==> src/rtl/ascii_dec_parser_if.sv <==
// ascii_dec_parser_if: byte-in / number-out stream bundle for ascii_dec_parser.
// The slave modport is the parser's view; master is the byte source and
// result consumer's view.
interface ascii_dec_parser_if #(
  parameter int VALUE_W = 16,
  parameter int CNT_W   = 4
);
  logic               in_valid;
  logic               in_ready;
  logic [7:0]         in_char;
  logic               out_valid;
  logic               out_ready;
  logic [VALUE_W-1:0] out_value;
  logic [CNT_W-1:0]   out_ndigits;
  logic               out_err;

  modport master (
    output in_valid, in_char, out_ready,
    input  in_ready, out_valid, out_value, out_ndigits, out_err
  );

  modport slave (
    input  in_valid, in_char, out_ready,
    output in_ready, out_valid, out_value, out_ndigits, out_err
  );
endinterface

==> src/rtl/ascii_dec_parser.sv <==
// ascii_dec_parser: streaming ASCII decimal text to binary converter.
// Runs of '0'..'9' accumulate into an unsigned value; the first non-digit
// after a run terminates it and the result is held until the consumer takes it.
// Optional build macro ASCII_DEC_PARSER_SIGN_EN: a leading '-' makes the
// number negative, with two's complement output and signed saturation.
module ascii_dec_parser #(
  parameter int VALUE_W = 16,
  parameter int CNT_W   = 4
) (
  input logic               clk,
  input logic               rst,
  ascii_dec_parser_if.slave bus
);

  // Extra 4 bits hold acc*10+9 without wrapping, so overflow is a plain compare.
  localparam int EXT_W = VALUE_W + 4;
  localparam logic [EXT_W-1:0] TEN = EXT_W'(10);
  localparam logic [7:0] CHAR_0     = 8'h30;
  localparam logic [7:0] CHAR_9     = 8'h39;
`ifdef ASCII_DEC_PARSER_SIGN_EN
  localparam logic [7:0] CHAR_MINUS = 8'h2D;
  // Magnitude ceilings: 2^(W-1)-1 for positive, 2^(W-1) for negative numbers.
  localparam logic [EXT_W-1:0] LIM_POS = EXT_W'({(VALUE_W-1){1'b1}});
  localparam logic [EXT_W-1:0] LIM_NEG = LIM_POS + EXT_W'(1);
`else
  localparam logic [EXT_W-1:0] LIM_UNS = EXT_W'({VALUE_W{1'b1}});
`endif

`ifdef ASCII_DEC_PARSER_SIGN_EN
  typedef enum logic [1:0] {S_IDLE, S_ACCUM, S_HOLD, S_SIGN} state_t;
`else
  typedef enum logic [1:0] {S_IDLE, S_ACCUM, S_HOLD} state_t;
`endif

  state_t             r_state;
  state_t             w_state_nxt;

  logic [VALUE_W-1:0] r_acc;
  logic [CNT_W-1:0]   r_cnt;
  logic               r_err;
  logic [VALUE_W-1:0] r_out_value;
  logic [CNT_W-1:0]   r_out_ndigits;
  logic               r_out_err;
`ifdef ASCII_DEC_PARSER_SIGN_EN
  logic               r_neg;
  logic               w_is_minus;
`endif

  logic               w_in_ready;
  logic               w_out_valid;
  logic               w_accept;
  logic               w_is_digit;
  logic [3:0]         w_digit;
  logic               w_in_num;
  logic [EXT_W-1:0]   w_base;
  logic [EXT_W-1:0]   w_prod;
  logic [EXT_W-1:0]   w_limit;
  logic               w_over;
  logic [VALUE_W-1:0] w_acc_nxt;
  logic [CNT_W-1:0]   w_cnt_nxt;

  // Character classification and handshake qualification.
  assign w_accept   = bus.in_valid & w_in_ready;
  assign w_is_digit = (bus.in_char >= CHAR_0) && (bus.in_char <= CHAR_9);
  // For '0'..'9' the low nibble already equals in_char - 8'h30.
  assign w_digit    = bus.in_char[3:0];
`ifdef ASCII_DEC_PARSER_SIGN_EN
  assign w_is_minus = (bus.in_char == CHAR_MINUS);
`endif

  // Accumulator arithmetic: a first digit starts from zero, later digits
  // extend the running value; an earlier overflow stays sticky.
  assign w_in_num  = (r_state == S_ACCUM);
  assign w_base    = w_in_num ? EXT_W'(r_acc) : '0;
  assign w_prod    = w_base * TEN + EXT_W'(w_digit);
`ifdef ASCII_DEC_PARSER_SIGN_EN
  assign w_limit   = r_neg ? LIM_NEG : LIM_POS;
`else
  assign w_limit   = LIM_UNS;
`endif
  assign w_over    = (w_prod > w_limit) || (w_in_num && r_err);
  assign w_acc_nxt = w_over ? w_limit[VALUE_W-1:0] : w_prod[VALUE_W-1:0];
  assign w_cnt_nxt = !w_in_num ? CNT_W'(1)
                   : (&r_cnt)  ? r_cnt
                   :             r_cnt + CNT_W'(1);

  // State register.
  // NOTE: sequential blocks use non-blocking assignments so every flop
  // samples pre-edge values regardless of block ordering.
  always_ff @(posedge clk or posedge rst) begin
    if (rst) r_state <= S_IDLE;
    else     r_state <= w_state_nxt;
  end

  // Next-state decode, driven only by accepted bytes and the output handshake.
  // NOTE: the default assignment at the top keeps this block free of latches.
  always_comb begin
    w_state_nxt = r_state;
    unique case (r_state)
      S_IDLE: begin
        if (w_accept && w_is_digit) w_state_nxt = S_ACCUM;
`ifdef ASCII_DEC_PARSER_SIGN_EN
        else if (w_accept && w_is_minus) w_state_nxt = S_SIGN;
`endif
      end
`ifdef ASCII_DEC_PARSER_SIGN_EN
      S_SIGN: begin
        if (w_accept) w_state_nxt = w_is_digit ? S_ACCUM : S_IDLE;
      end
`endif
      S_ACCUM: begin
        if (w_accept && !w_is_digit) w_state_nxt = S_HOLD;
      end
      S_HOLD: begin
        if (bus.out_ready) w_state_nxt = S_IDLE;
      end
      default: w_state_nxt = S_IDLE;
    endcase
  end

  // Handshake outputs decoded from state alone (in_ready never looks at in_valid).
  always_comb begin
    w_in_ready  = (r_state != S_HOLD);
    w_out_valid = (r_state == S_HOLD);
  end

  assign bus.in_ready    = w_in_ready;
  assign bus.out_valid   = w_out_valid;
  assign bus.out_value   = r_out_value;
  assign bus.out_ndigits = r_out_ndigits;
  assign bus.out_err     = r_out_err;

  // Running value, digit count and overflow flag for the number in progress.
  // NOTE: the datapath is reset too, so a reset mid-number leaves no stale
  // partial value visible anywhere.
  always_ff @(posedge clk or posedge rst) begin
    if (rst) begin
      r_acc <= '0;
      r_cnt <= '0;
      r_err <= 1'b0;
    end else if (w_accept && w_is_digit) begin
      r_acc <= w_acc_nxt;
      r_cnt <= w_cnt_nxt;
      r_err <= w_over;
    end
  end

  // Result registers, captured when the terminator is consumed; they keep
  // their contents after release.
  always_ff @(posedge clk or posedge rst) begin
    if (rst) begin
      r_out_value   <= '0;
      r_out_ndigits <= '0;
      r_out_err     <= 1'b0;
    end else if (w_in_num && w_accept && !w_is_digit) begin
`ifdef ASCII_DEC_PARSER_SIGN_EN
      r_out_value   <= r_neg ? (~r_acc + VALUE_W'(1)) : r_acc;
`else
      r_out_value   <= r_acc;
`endif
      r_out_ndigits <= r_cnt;
      r_out_err     <= r_err;
    end
  end

`ifdef ASCII_DEC_PARSER_SIGN_EN
  // Sign flag: set by '-' in IDLE, dropped whenever the parser returns to IDLE.
  always_ff @(posedge clk or posedge rst) begin
    if (rst)                                           r_neg <= 1'b0;
    else if (w_state_nxt == S_IDLE)                    r_neg <= 1'b0;
    else if (r_state == S_IDLE && w_accept && w_is_minus) r_neg <= 1'b1;
  end
`endif

endmodule

==> src/flat_wrapper.sv <==
// flat-port wrapper written by rule: the top's interface ports become plain ports
module ascii_dec_parser_flat 
#(
  parameter int VALUE_W = 16,
  parameter int CNT_W   = 4
)
  (clk, rst, bus_in_valid, bus_in_char, bus_out_ready, bus_in_ready, bus_out_valid, bus_out_value, bus_out_ndigits, bus_out_err);
  ascii_dec_parser_if #(.VALUE_W(VALUE_W), .CNT_W(CNT_W)) bus_i ();
  input logic clk;
  input logic rst;
  input wire logic [$bits(bus_i.in_valid)-1:0] bus_in_valid;
  input wire logic [$bits(bus_i.in_char)-1:0] bus_in_char;
  input wire logic [$bits(bus_i.out_ready)-1:0] bus_out_ready;
  output wire logic [$bits(bus_i.in_ready)-1:0] bus_in_ready;
  output wire logic [$bits(bus_i.out_valid)-1:0] bus_out_valid;
  output wire logic [$bits(bus_i.out_value)-1:0] bus_out_value;
  output wire logic [$bits(bus_i.out_ndigits)-1:0] bus_out_ndigits;
  output wire logic [$bits(bus_i.out_err)-1:0] bus_out_err;
  assign bus_i.in_valid = bus_in_valid;
  assign bus_i.in_char = bus_in_char;
  assign bus_i.out_ready = bus_out_ready;
  assign bus_in_ready = bus_i.in_ready;
  assign bus_out_valid = bus_i.out_valid;
  assign bus_out_value = bus_i.out_value;
  assign bus_out_ndigits = bus_i.out_ndigits;
  assign bus_out_err = bus_i.out_err;
  ascii_dec_parser #(.VALUE_W(VALUE_W), .CNT_W(CNT_W)) u_core (.clk(clk), .rst(rst), .bus(bus_i));
endmodule
==> config.mk <==
export PLATFORM = sky130hd
export DESIGN_NAME = ascii_dec_parser_flat
export DESIGN_NICKNAME = d
export VERILOG_FILES = /design/src/rtl/ascii_dec_parser_if.sv /design/src/rtl/ascii_dec_parser.sv /design/src/flat_wrapper.sv
export SDC_FILE = /design/constraint.sdc
export NUM_CORES = 1
export LEC_CHECK = 0
export ABC_CLOCK_PERIOD_IN_PS = 4300
export BUFFER_PORTS_ARGS = -buffer_cell sky130_fd_sc_hd__buf_2
export CAP_MARGIN = 25
export CORE_MARGIN = 5
export CORE_UTILIZATION = 50
export DETAILED_ROUTE_END_ITERATION = 10
export PLACE_DENSITY = 0.7
export SETUP_SLACK_MARGIN = 0.5
export SLEW_MARGIN = 20
export SYNTH_ARGS = -nofsm -noshare
export SYNTH_HDL_FRONTEND = slang
export SYNTH_SLANG_ARGS = --single-unit
==> constraint.sdc <==
create_clock -name clk -period 4.3 [get_ports clk]
set_input_delay 0.43 -clock clk [delete_from_list [all_inputs] [get_ports clk]]
set_output_delay 0.43 -clock clk [all_outputs]
set_load 0.005 [all_outputs]
==> results of run 1 <==
==> cell families after synthesis <==
family,synth area share
fa+ha+maj,0.131
xor+xnor,0.0817
flops,0.367
buf+inv,0.0350
mux,0.0863
compound gates,0.143
simple gates,0.156
==> per-layer routing <==
layer	vias up	wire length, um	part of all wire
met5	-	0	0
met2	34	3040	0.50
met4	0	56	0.0091
met3	8	238	0.039
met1	1072	2800	0.46
li1	1123	-	-
==> power by group through the flow <==
| stage | combinational (mW) | sequential [mW] | clock (mW) |
|---|---|---|---|
| floorplan | 0.148 | 0.569 | 0 |
| global placement | 0.222 | 0.579 | 0 |
| detailed placement | 0.228 | 0.585 | 0 |
| CTS | 0.230 | 0.576 | 0.268 |
| global route | 0.259 | 0.590 | 0.292 |
| finish | 0.228 | 0.575 | 0.259 |
==> repair_timing <==
action,in CTS,in global routing
resized for setup,1,2
setup endpoints to repair,13,17
setup buffers,0,2
==> synth_stat cells, types with 9 or more instances <==
cell     count
a21o_1       9
a21oi_1     18
a21oi_2      9
and2_1      15
dfrtp_1     44
ha_1        29
inv_1       10
mux2_2      21
nand2_1     15
nand3_1     12
nor2_1      28
xnor2_1     10
xor2_1      18
==> layout make-up <==
class	instances	area (um2)
Tap cell	75	93.8
Clock inverter	2	16.3
Sequential cell	44	1100
Inverter	10	37.5
Timing Repair Buffer	41	268
Fill cell	527	2490
Clock buffer	6	72.6
Multi-Input combinational cell	233	1810
==> registers in the layout, summed over array words and instances (netlist names) <==
name                    flops
u_core.bus.out_ndigits      4
u_core.bus.out_err          1
u_core.bus.out_value       16
u_core.r_cnt                4
u_core.r_err                1
u_core.r_acc               16
u_core.r_state              2
==> cells in the final DEF, fill, tap and decap left out, types with 4 or more instances in the layout <==
cell       n
buf_2     34
ha_1      29
nor3_1     4
inv_1      9
o21ai_0    8
a21o_1     9
a21oi_1   18
mux2_2    21
clkbuf_8   5
xor2_1    18
a21oi_2    9
nand2b_1   4
nor2_1    28
dfrtp_1   44
xnor2_1   10
nand2_1   15
nand3_1   12
and2_1    15
==> worst max path at each step <==
stage          slack [ns]  depth (start not counted)              end
6_report             0.75                         14  u_core.r_acc[2]
5_1_grt              0.50                         13  u_core.r_acc[2]
4_1_cts              0.52                         13  u_core.r_acc[2]
3_5_place_dp         0.37                         13  u_core.r_acc[2]
3_3_place_gp         0.42                         14  u_core.r_acc[2]
2_1_floorplan        0.66                         15  u_core.r_acc[3]
==> stage by stage <==
step	util	cell area, um2	power, mW
after floorplan	-	3000	0.717
after global placement	0.549	3230	0.802
after detailed placement	0.552	3250	0.813
after CTS	0.567	3340	1.07
after global routing	0.578	3400	1.14
final	0.578	3400	1.06
==> reports/metrics.cfg, run 1 <==
[run_status]
outcome=complete, no violations

[clock_tree]
clock_sinks=44
ctsLongestPathBuffers=2
cts.reportedPaths.clkPinSlew_ns=0.09
tritoncts=yes
cts_root_buffer=clkbuf_8
clock_latency_ns=0.30
cts_hold_buf=0
cts_buffers=5
htree_levels=2

[floorplan]
row_count=28
die_area_um2=7650
die_x_um=87.5
die_h_um=87.5
start_util=0.510
io_pins=35
core_area_um2=5890

[global_routing]
overflow=0
grtUsageMet3=0.0360
grtUsageMet2=0.303
grt_pass1_wl_um=10400
grt_max_degree=45
track_usage=0.174
grt_pass1_vias=2161
grt_antenna_before_repair=0
grt-busiest-layer=met2
grt_use_met1=0.221

[synthesis]
yosysTopAreaCell=dfrtp_1
yosysTopAreaCellShare=0.367
synth_flop_cell=dfrtp_1
synth_seq_cells=44
yosysWarnings=0
ys_seq_area_frac=0.367
synthTopCellsByArea=dfrtp_1 37%, ha_1 12%, mux2_2 7.9%, xor2_1 5.3%, nor2_1 3.5%
synth_area_per_cell_um2=10.1
syn_inst=296
synthArstFlopShare=1.00
synth_nets=338
synth_edf_count=0
synthDistinctLibCells=48
netlist_area_um2=3000

[power_and_ir_drop]
p_sw_frac=0.298
ir_drop_uv=217
switchingPower_uw=316
power.leakage_nw=1.79
power.internal_uw=746
clkPwrFrac=0.244
combPwrFrac=0.214
powerDensity_nw_per_um2=312
pwr-share-seq=0.542

[sta]
skew_ns=0.0125
post-route-period-util=0.825
rsz0062_at_grt=false
fin_hold_ws_ns=0.0477
setup_viol=0
max_freq_mhz=282
hold_viol_final=0
slew-limit-headroom=0.577
tightest_slew_ns=0.632
timing.setup.tns_ns=0
period_minus_slack_ns=3.55
drv_slew=0
fin_ws_ns=0.752

[drt]
finalWirelength_um=6130
route.detailed.drc=0
drtPass1Iterations=4
drt_iter0_markers=97
avgRoutedWirePerCell_um=14.9
ant_nets=0
routed_via_density=5.44
vias=2237

[worst_setup_path]
rrSetupSlack_ns=0.75
worstSetupPathType=reg -> reg
crit_path_start=u_core.r_state[1]
slowest_delay_ns=0.44
worstReg2RegStart=u_core.r_state[1]
endpoint_kind=register
worst_ep_required_time_ns=4.49
crit_fanout=11
cp.arrival_ns=3.74
timing.rr.end=u_core.r_acc[2]
start_kind=register
path_buf_inv=2
r2r.worst_path.cells=14
path_cells=nor2b_4, buf_4, and2_1, ha_1, ha_1, a21oi_1, nor2_1, a211oi_1, o31ai_1, o31ai_1, nand3_1, mux2i_4, buf_12, a21oi_1
cp_slowest_cell=dfrtp_1
cpLargestDelayFamily=compound AO/OA/AOI/OAI gates

[job]
maxCapViolCount=0

[placement]
dpl_worst_slack_ns=0.369
place_inst=400
place.detailed.hpwl_um=4710
io_buffers=34
place.gp.congestion=0.894

[cells_and_area]
syn_to_final_growth_pct=13.3
final_nets=377
antennaDiodeCount=0
drive_gt1_frac=0.268
finalNonFillerCells=411

[hold_path]
hp-class=in -> async

No activity file was read; power rests on OpenSTA's default activity.
==> inputs of run 2 (changes only) <==
--- a/config.mk
+++ b/config.mk
@@ -5,7 +5,7 @@
 export SDC_FILE = /design/constraint.sdc
 export NUM_CORES = 1
 export LEC_CHECK = 0
-export ABC_CLOCK_PERIOD_IN_PS = 4300
+export ABC_CLOCK_PERIOD_IN_PS = 3700
 export BUFFER_PORTS_ARGS = -buffer_cell sky130_fd_sc_hd__buf_2
 export CAP_MARGIN = 25
 export CORE_MARGIN = 5
==> constraint.sdc (replaced) <==
create_clock -name clk -period 3.7 [get_ports clk]
set_input_delay 0.37 -clock clk [delete_from_list [all_inputs] [get_ports clk]]
set_output_delay 0.37 -clock clk [all_outputs]
set_load 0.005 [all_outputs]
==> run 2 against run 1 <==
The flow now finishes with violations (hold timing). Setup slack worse by 0.32 ns. Sequential share of layout area is 4.2 points lower. Cell count is 4.4% higher. Clock power is 51% higher. Clock-buffer cell count is 1 lower. First-iteration DRC count is 3.1% higher. Sequential power is 18% higher. Utilization is 8.7 points higher. Wire length is 17% higher. Total power is 29% higher. Critical path depth is 1 higher. Largest power group unchanged.
==> reports/metrics.cfg, run 2 (synthesis results as in run 1) <==
[global_routing]
grt_pass1_vias=2421  ; was 2161
track_usage=0.201  ; was 0.174
grt_pass1_wl_um=12000  ; was 10400 um
grt_max_degree=45  ; unchanged
overflow=0  ; unchanged
grt_antenna_before_repair=0  ; unchanged

[floorplan]
die_x_um=87.5  ; unchanged
core_area_um2=5890  ; unchanged
row_count=28  ; unchanged
die_h_um=87.5  ; unchanged
io_pins=35  ; unchanged
start_util=0.510  ; unchanged
die_area_um2=7650  ; unchanged

[worst_setup_path]
start_kind=register  ; unchanged
worstSetupPathType=reg -> reg  ; unchanged
endpoint_kind=register  ; unchanged
cp.arrival_ns=3.46  ; was 3.74 ns
worst_ep_required_time_ns=3.89  ; was 4.49 ns
crit_fanout=8  ; was 11
rrSetupSlack_ns=0.43  ; was 0.75 ns

[sta]
post-route-period-util=0.882  ; was 0.825
timing.setup.tns_ns=0  ; unchanged
drv_slew=0  ; unchanged
fin_hold_ws_ns=-0.0114  ; was 0.0477 ns
skew_ns=0.00998  ; was 0.0125 ns
period_minus_slack_ns=3.27  ; was 3.55 ns
tightest_slew_ns=0.512  ; was 0.632 ns
setup_viol=0  ; unchanged
rsz0062_at_grt=true  ; was false
max_freq_mhz=306  ; was 282 MHz
slew-limit-headroom=0.659  ; was 0.577
hold_viol_final=9  ; was 0

[cells_and_area]
final_cell_mix=42 x dfrtp_1, 34 x buf_2, 28 x nor2_1  ; was 44 x dfrtp_1, 34 x buf_2, 29 x ha_1
antennaDiodeCount=0  ; unchanged
drive_gt1_frac=0.446  ; was 0.268
final_nets=395  ; was 377
final_common_cell=dfrtp_1  ; unchanged
syn_to_final_growth_pct=30.3  ; was 13.3%
finalNonFillerCells=429  ; was 411

[placement]
place.gp.congestion=0.859  ; was 0.894
place_inst=401  ; was 400
io_buffers=34  ; unchanged
place.detailed.hpwl_um=5030  ; was 4710 um

[power_and_ir_drop]
ir_drop_uv=229  ; was 217 uV
power.leakage_nw=1.87  ; was 1.79 nW
powerDensity_nw_per_um2=351  ; was 312 nW/um2

[hold_path]
hp-class=in -> async  ; unchanged

[drt]
avgRoutedWirePerCell_um=16.7  ; was 14.9 um
vias=2400  ; was 2237
route.detailed.drc=0  ; unchanged
finalWirelength_um=7160  ; was 6130 um
drtPass1Iterations=4  ; unchanged
routed_via_density=5.59  ; was 5.44
drt_iter0_markers=100  ; was 97
ant_nets=0  ; unchanged

[run_status]
outcome=finished, violations left  ; was complete, no violations
failed_checks=hold timing

[clock_tree]
cts_buffers=5  ; unchanged
clock_sinks=44  ; unchanged
htree_levels=2  ; unchanged
tritoncts=yes  ; unchanged
clock_latency_ns=0.31  ; was 0.30 ns
ctsLongestPathBuffers=2  ; unchanged
cts_hold_buf=0  ; unchanged
cts.reportedPaths.clkPinSlew_ns=0.09  ; about the same
cts_root_buffer=clkbuf_8  ; unchanged

[job]
maxCapViolCount=0  ; unchanged

[run 2: worst paths after layout]
| check | start | endpoint | depth (start not counted) |
|---|---|---|---|
| max | u_core.r_state[0] | u_core.r_acc[11] | 15 |
| min | rst | u_core.bus.out_value[6] | 2 |
| max reg2reg | u_core.r_state[0] | u_core.r_acc[11] | 15 |
| min reg2reg | u_core.bus.out_value[6] | u_core.bus.out_value[6] | 1 |
| max in group asynchronous | rst | u_core.r_state[0] | 3 |
| min in group clk | bus_out_ready | u_core.r_state[1] | 2 |
[run 2: cell type report]
class	count	area [um2]
multi-input combinational	234	2180
timing repair buffer	58	378
sequential	44	1100
tap	75	93.8
fill	455	1980
clock inverter	3	46.3
clock buffer	5	68.8
inverter	10	37.5
[run 2: layer usage]
| metal | vias up | track usage | share of wire |
|---|---|---|---|
| li1 | 1158 | - | - |
| met1 | 1175 | 0.257 | 0.43 |
| met2 | 53 | 0.352 | 0.51 |
| met3 | 14 | 0.0322 | 0.037 |
| met4 | 0 | 0.0460 | 0.017 |
| met5 | - | 0 | 0 |
[run 2: worst max-delay path: stages, from the launching register on]
cell       delay [ns]
dfrtp_2          0.45
nor2b_4          0.16
buf_6            0.12
and2_4           0.16
buf_4            0.13
ha_1             0.28
ha_2             0.36
a21oi_2          0.26
nor2_1           0.07
a21oi_1          0.18
o2111ai_1        0.21
o31ai_2          0.14
nand3_1          0.16
mux2i_4          0.22
buf_6            0.18
a21oi_2          0.06
[run 2: per-stage QoR]
step                 util  worst slack, ns  total power [mW]  instance area (um2)
floorplan               -            0.453             0.843                 3170
detailed placement  0.575            0.141             0.962                 3380
global route        0.664            0.312              1.45                 3910
global placement    0.575            0.187             0.951                 3380
CTS                 0.640            0.503              1.36                 3760
finish              0.664            0.435              1.37                 3910
[run 2: where the power goes]
group          internal [mW]  leakage, nW  total (mW)  switching [mW]
logic                  0.165         1.25       0.303           0.139
registers              0.587        0.564       0.677          0.0905
clock network          0.204       0.0548       0.390           0.187
[run 2: timing repair]
| item | in CTS | in global routing |
|---|---|---|
| pin swaps | 17 | 20 |
| buffers inserted | 14 | 4 |
| endpoints found under the setup margin | 17 | 17 |
| cloned | 1 | 0 |
| gates resized for setup | 27 | 21 |
==> inputs of run 3 (changes only) <==
--- a/config.mk
+++ b/config.mk
@@ -5,15 +5,18 @@
 export SDC_FILE = /design/constraint.sdc
 export NUM_CORES = 1
 export LEC_CHECK = 0
+export ABC_AREA = 1
 export ABC_CLOCK_PERIOD_IN_PS = 3700
 export BUFFER_PORTS_ARGS = -buffer_cell sky130_fd_sc_hd__buf_2
 export CAP_MARGIN = 25
 export CORE_MARGIN = 5
 export CORE_UTILIZATION = 50
 export DETAILED_ROUTE_END_ITERATION = 10
-export PLACE_DENSITY = 0.7
+export PLACE_DENSITY = 0.69
+export RECOVER_POWER = 50
 export SETUP_SLACK_MARGIN = 0.5
 export SLEW_MARGIN = 20
 export SYNTH_ARGS = -nofsm -noshare
 export SYNTH_HDL_FRONTEND = slang
 export SYNTH_SLANG_ARGS = --single-unit
+export TNS_END_PERCENT = 30
==> run 3 against run 2 <==
Area after synthesis up 28%. Critical path depth up 6. Combinational power up 94%. Highest routed layer unchanged. Clock power down 3%. The flow finishes with violations (capacitance limit, slew limit). Sequential power up 9.2%. Global-route usage down 0.67 points. Utilization down 5.9 points.
==> reports/metrics.cfg, run 3 <==
[power_and_ir_drop]
power.leakage_nw=2.39  ; was 1.87 nW
p_sw_frac=0.356  ; was 0.303
ir_drop_uv=181  ; was 229 uV
powerDensity_nw_per_um2=371  ; was 351 nW/um2
switchingPower_uw=607  ; was 416 uW
power.internal_mw=1.10  ; was 955 uW
combPwrFrac=0.345  ; was 0.221
pwr-share-seq=0.433  ; was 0.494
clkPwrFrac=0.221  ; was 0.285

[placement]
io_buffers=34  ; unchanged
place_inst=668  ; was 401
place.gp.congestion=0.939  ; was 0.859
place.detailed.hpwl_um=7060  ; was 5030 um
dpl_worst_slack_ns=0.0740  ; was 0.141 ns
placed_cell_area_um2=4120  ; was 3380 um2

[sta]
hold_viol_final=0  ; was 9
rsz0062_at_grt=true  ; unchanged
fin_hold_ws_ns=0.296  ; was -0.0114 ns
tightest_slew_ns=2.31  ; was 0.512 ns
post-route-period-util=0.871  ; was 0.882
max_freq_mhz=310  ; was 306 MHz
slew-limit-headroom=-0.539  ; was 0.659
fin_ws_ns=0.477  ; was 0.435 ns
skew_ns=0.0109  ; was 0.00998 ns
period_minus_slack_ns=3.22  ; was 3.27 ns
timing.setup.tns_ns=0  ; unchanged
drv_slew=45  ; was 0
setup_viol=0  ; unchanged

[floorplan]
start_util=0.505  ; was 0.510
row_count=32  ; was 28
die_x_um=97.6  ; was 87.5 um
io_pins=35  ; unchanged
core_area_um2=7610  ; was 5890 um2
die_area_um2=9530  ; was 7650 um2
die_h_um=97.6  ; was 87.5 um

[drt]
avgRoutedWirePerCell_um=13.2  ; was 16.7 um
routed_via_density=5.00  ; was 5.59
ant_nets=0  ; unchanged
drtPass1Iterations=5  ; was 4
route.detailed.drc=0  ; unchanged
finalWirelength_um=9070  ; was 7160 um
drt_iter0_markers=181  ; was 100
vias=3438  ; was 2400

[cells_and_area]
multiInputGateArea_um2=2540  ; was 2180 um2
nFillCells=686  ; was 455
drive_gt1_frac=0.280  ; was 0.446
design_area_um2=4600  ; was 3910 um2
syn_to_final_growth_pct=19.8  ; was 30.3%
seqCellArea_um2=1100  ; about the same
antennaDiodeCount=0  ; unchanged
final_nets=627  ; was 395
final_cell_mix=139 x nand2_1, 91 x inv_1, 44 x dfrtp_1  ; was 42 x dfrtp_1, 34 x buf_2, 28 x nor2_1
final_common_cell=nand2_1  ; was dfrtp_1
finalNonFillerCells=688  ; was 429

[synthesis]
synth_area_per_cell_um2=7.14  ; was 10.1 um2
yosysMostFrequentCell=nand2_1  ; was dfrtp_1
yosysTopAreaCell=dfrtp_1  ; unchanged
ys_seq_area_frac=0.287  ; was 0.367
synthTopCellsByArea=dfrtp_1 29%, nand2_1 14%, ha_1 9.4%, inv_1 9.0%, o21ai_0 3.9%  ; was dfrtp_1 37%, ha_1 12%, mux2_2 7.9%, xor2_1 5.3%, nor2_1 3.5%
synth_seq_cells=44  ; unchanged
synth_nets=580  ; was 338
synth_commonest_cells=143 x nand2_1, 92 x inv_1, 44 x dfrtp_1  ; was 44 x dfrtp_1, 29 x ha_1, 28 x nor2_1
synthArstFlopShare=1.00  ; unchanged
yosysTopAreaCellShare=0.287  ; was 0.367
synthDistinctLibCells=36  ; was 48
netlist_area_um2=3840  ; was 3000 um2
syn_inst=538  ; was 296
yosysWarnings=0  ; unchanged
synth_edf_count=0  ; unchanged
synth_flop_cell=dfrtp_1  ; unchanged

[job]
maxCapViolCount=1  ; was 0

[global_routing]
overflow=0  ; unchanged
track_usage=0.194  ; was 0.201
grt_use_met1=0.274  ; was 0.257
grt_max_degree=45  ; unchanged
grt_pass1_vias=3268  ; was 2421
grt_pass1_wl_um=15500  ; was 12000 um
grt-busiest-layer=met2  ; unchanged
grt_antenna_before_repair=0  ; unchanged
grtUsageMet2=0.314  ; was 0.352
grtUsageMet3=0.0215  ; was 0.0322

[worst_setup_path]
start_kind=register  ; unchanged
endpoint_kind=register  ; unchanged
worstSetupPathType=reg -> reg  ; unchanged
worst_ep_required_time_ns=3.89  ; about the same
cp.arrival_ns=3.41  ; was 3.46 ns
crit_fanout=10  ; was 8
rrSetupSlack_ns=0.48  ; was 0.43 ns

[clock_tree]
ctsLongestPathBuffers=2  ; unchanged
cts_buffers=5  ; unchanged
cts_root_buffer=clkbuf_8  ; unchanged
cts.reportedPaths.clkPinSlew_ns=0.09  ; about the same
tritoncts=yes  ; unchanged
htree_levels=2  ; unchanged
clock_sinks=44  ; unchanged
clock_latency_ns=0.30  ; was 0.31 ns

[run_status]
failed_checks=capacitance limit, slew limit  ; was hold timing
outcome=finished, violations left  ; unchanged

[hold_path]
hp-class=in -> reg  ; was in -> async

run 3: cell types whose count changed in the layout (fill, tap and decap cells not counted), moves of 15 or more:
cell | previous run | this run
nor2_4 | 0 | 15
nand2_2 | 0 | 25
inv_1 | 9 | 91
o21ai_0 | 7 | 30
mux2_2 | 21 | 0
nand2_1 | 15 | 139
run 3: logic make-up (layout without fill, tap and decap cells):
kind of cell / count (synthesis) / in the layout / synth area share
AO/OA/AOI/OAI: 65 / 65 / 0.116
AND/OR/NAND/NOR: 276 / 276 / 0.356
buffers and inverters: 113 / 161 / 0.117
flip-flops: 44 / 44 / 0.287
adder cells (fa/ha/maj): 30 / 30 / 0.0997
XOR/XNOR: 10 / 10 / 0.0248
run 3: power by group through the flow:
stage	clock, mW	sequential (mW)	combinational (mW)
after floorplan	0	0.754	0.334
after global placement	0	0.741	0.536
after detailed placement	0	0.750	0.554
after CTS	0.384	0.740	0.581
after global routing	0.404	0.765	0.665
final	0.378	0.739	0.589
run 3: per-layer routing:
layer / part of all wire / up-vias / routed length [um]
met4: 0.016 / 0 / 144
met2: 0.47 / 90 / 4230
li1: - / 1774 / -
met3: 0.045 / 12 / 409
met1: 0.47 / 1562 / 4280
met5: 0 / - / 0
run 3: timing repair:
action | 4_1_cts | 5_1_grt
gates resized for setup | 30 | 20
hold buffers | 0 | 0
buffers inserted | 7 | 4
pin swaps | 4 | 6
endpoints found under the hold margin | 0 | 0
endpoints found under the setup margin | 17 | 17
gates cloned | 0 | 1
run 3: final cells by class:
| type | instances | share of cell area |
|---|---|---|
| clock buffer | 5 | 0.0150 |
| clock inverter | 3 | 0.0101 |
| inverter | 103 | 0.0856 |
| multi-input combinational | 381 | 0.552 |
| sequential | 44 | 0.239 |
| tap | 102 | 0.0277 |
| timing repair buffer | 50 | 0.0704 |
run 3: stage by stage:
stage / utilization / power [mW]
6_report: 0.605 / 1.71
4_1_cts: 0.585 / 1.71
3_5_place_dp: 0.542 / 1.30
2_1_floorplan: - / 1.09
3_3_place_gp: 0.540 / 1.28
5_1_grt: 0.605 / 1.83
run 3: path summary, 6_finish.rpt:
path	start	to	cells after the start
worst max-delay path	u_core.r_state[0]	u_core.r_acc[5]	21
worst min-delay path	bus_out_ready	u_core.r_state[1]	2
worst max register to register	u_core.r_state[0]	u_core.r_acc[5]	21
worst min register to register	u_core.bus.out_value[9]	u_core.bus.out_value[9]	2
max in group asynchronous	rst	u_core.bus.out_value[6]	3
min in group asynchronous	rst	u_core.r_acc[13]	3
run 3: worst max-delay path, cell delays in order, from the launching register on:
cell	delay (ns)
dfrtp_1	0.39
inv_2	0.06
nor2_4	0.17
buf_6	0.17
o21ai_0	0.14
nor2_2	0.25
ha_4	0.26
nand2_1	0.06
nand2_1	0.12
nand3_2	0.11
nand2_2	0.07
nand2_1	0.07
nand2_2	0.13
nor2_4	0.15
nand2_2	0.09
nor2_1	0.11
a21oi_1	0.07
nor2_1	0.12
nand2_2	0.10
nor2_8	0.21
clkbuf_16	0.19
a21oi_4	0.05
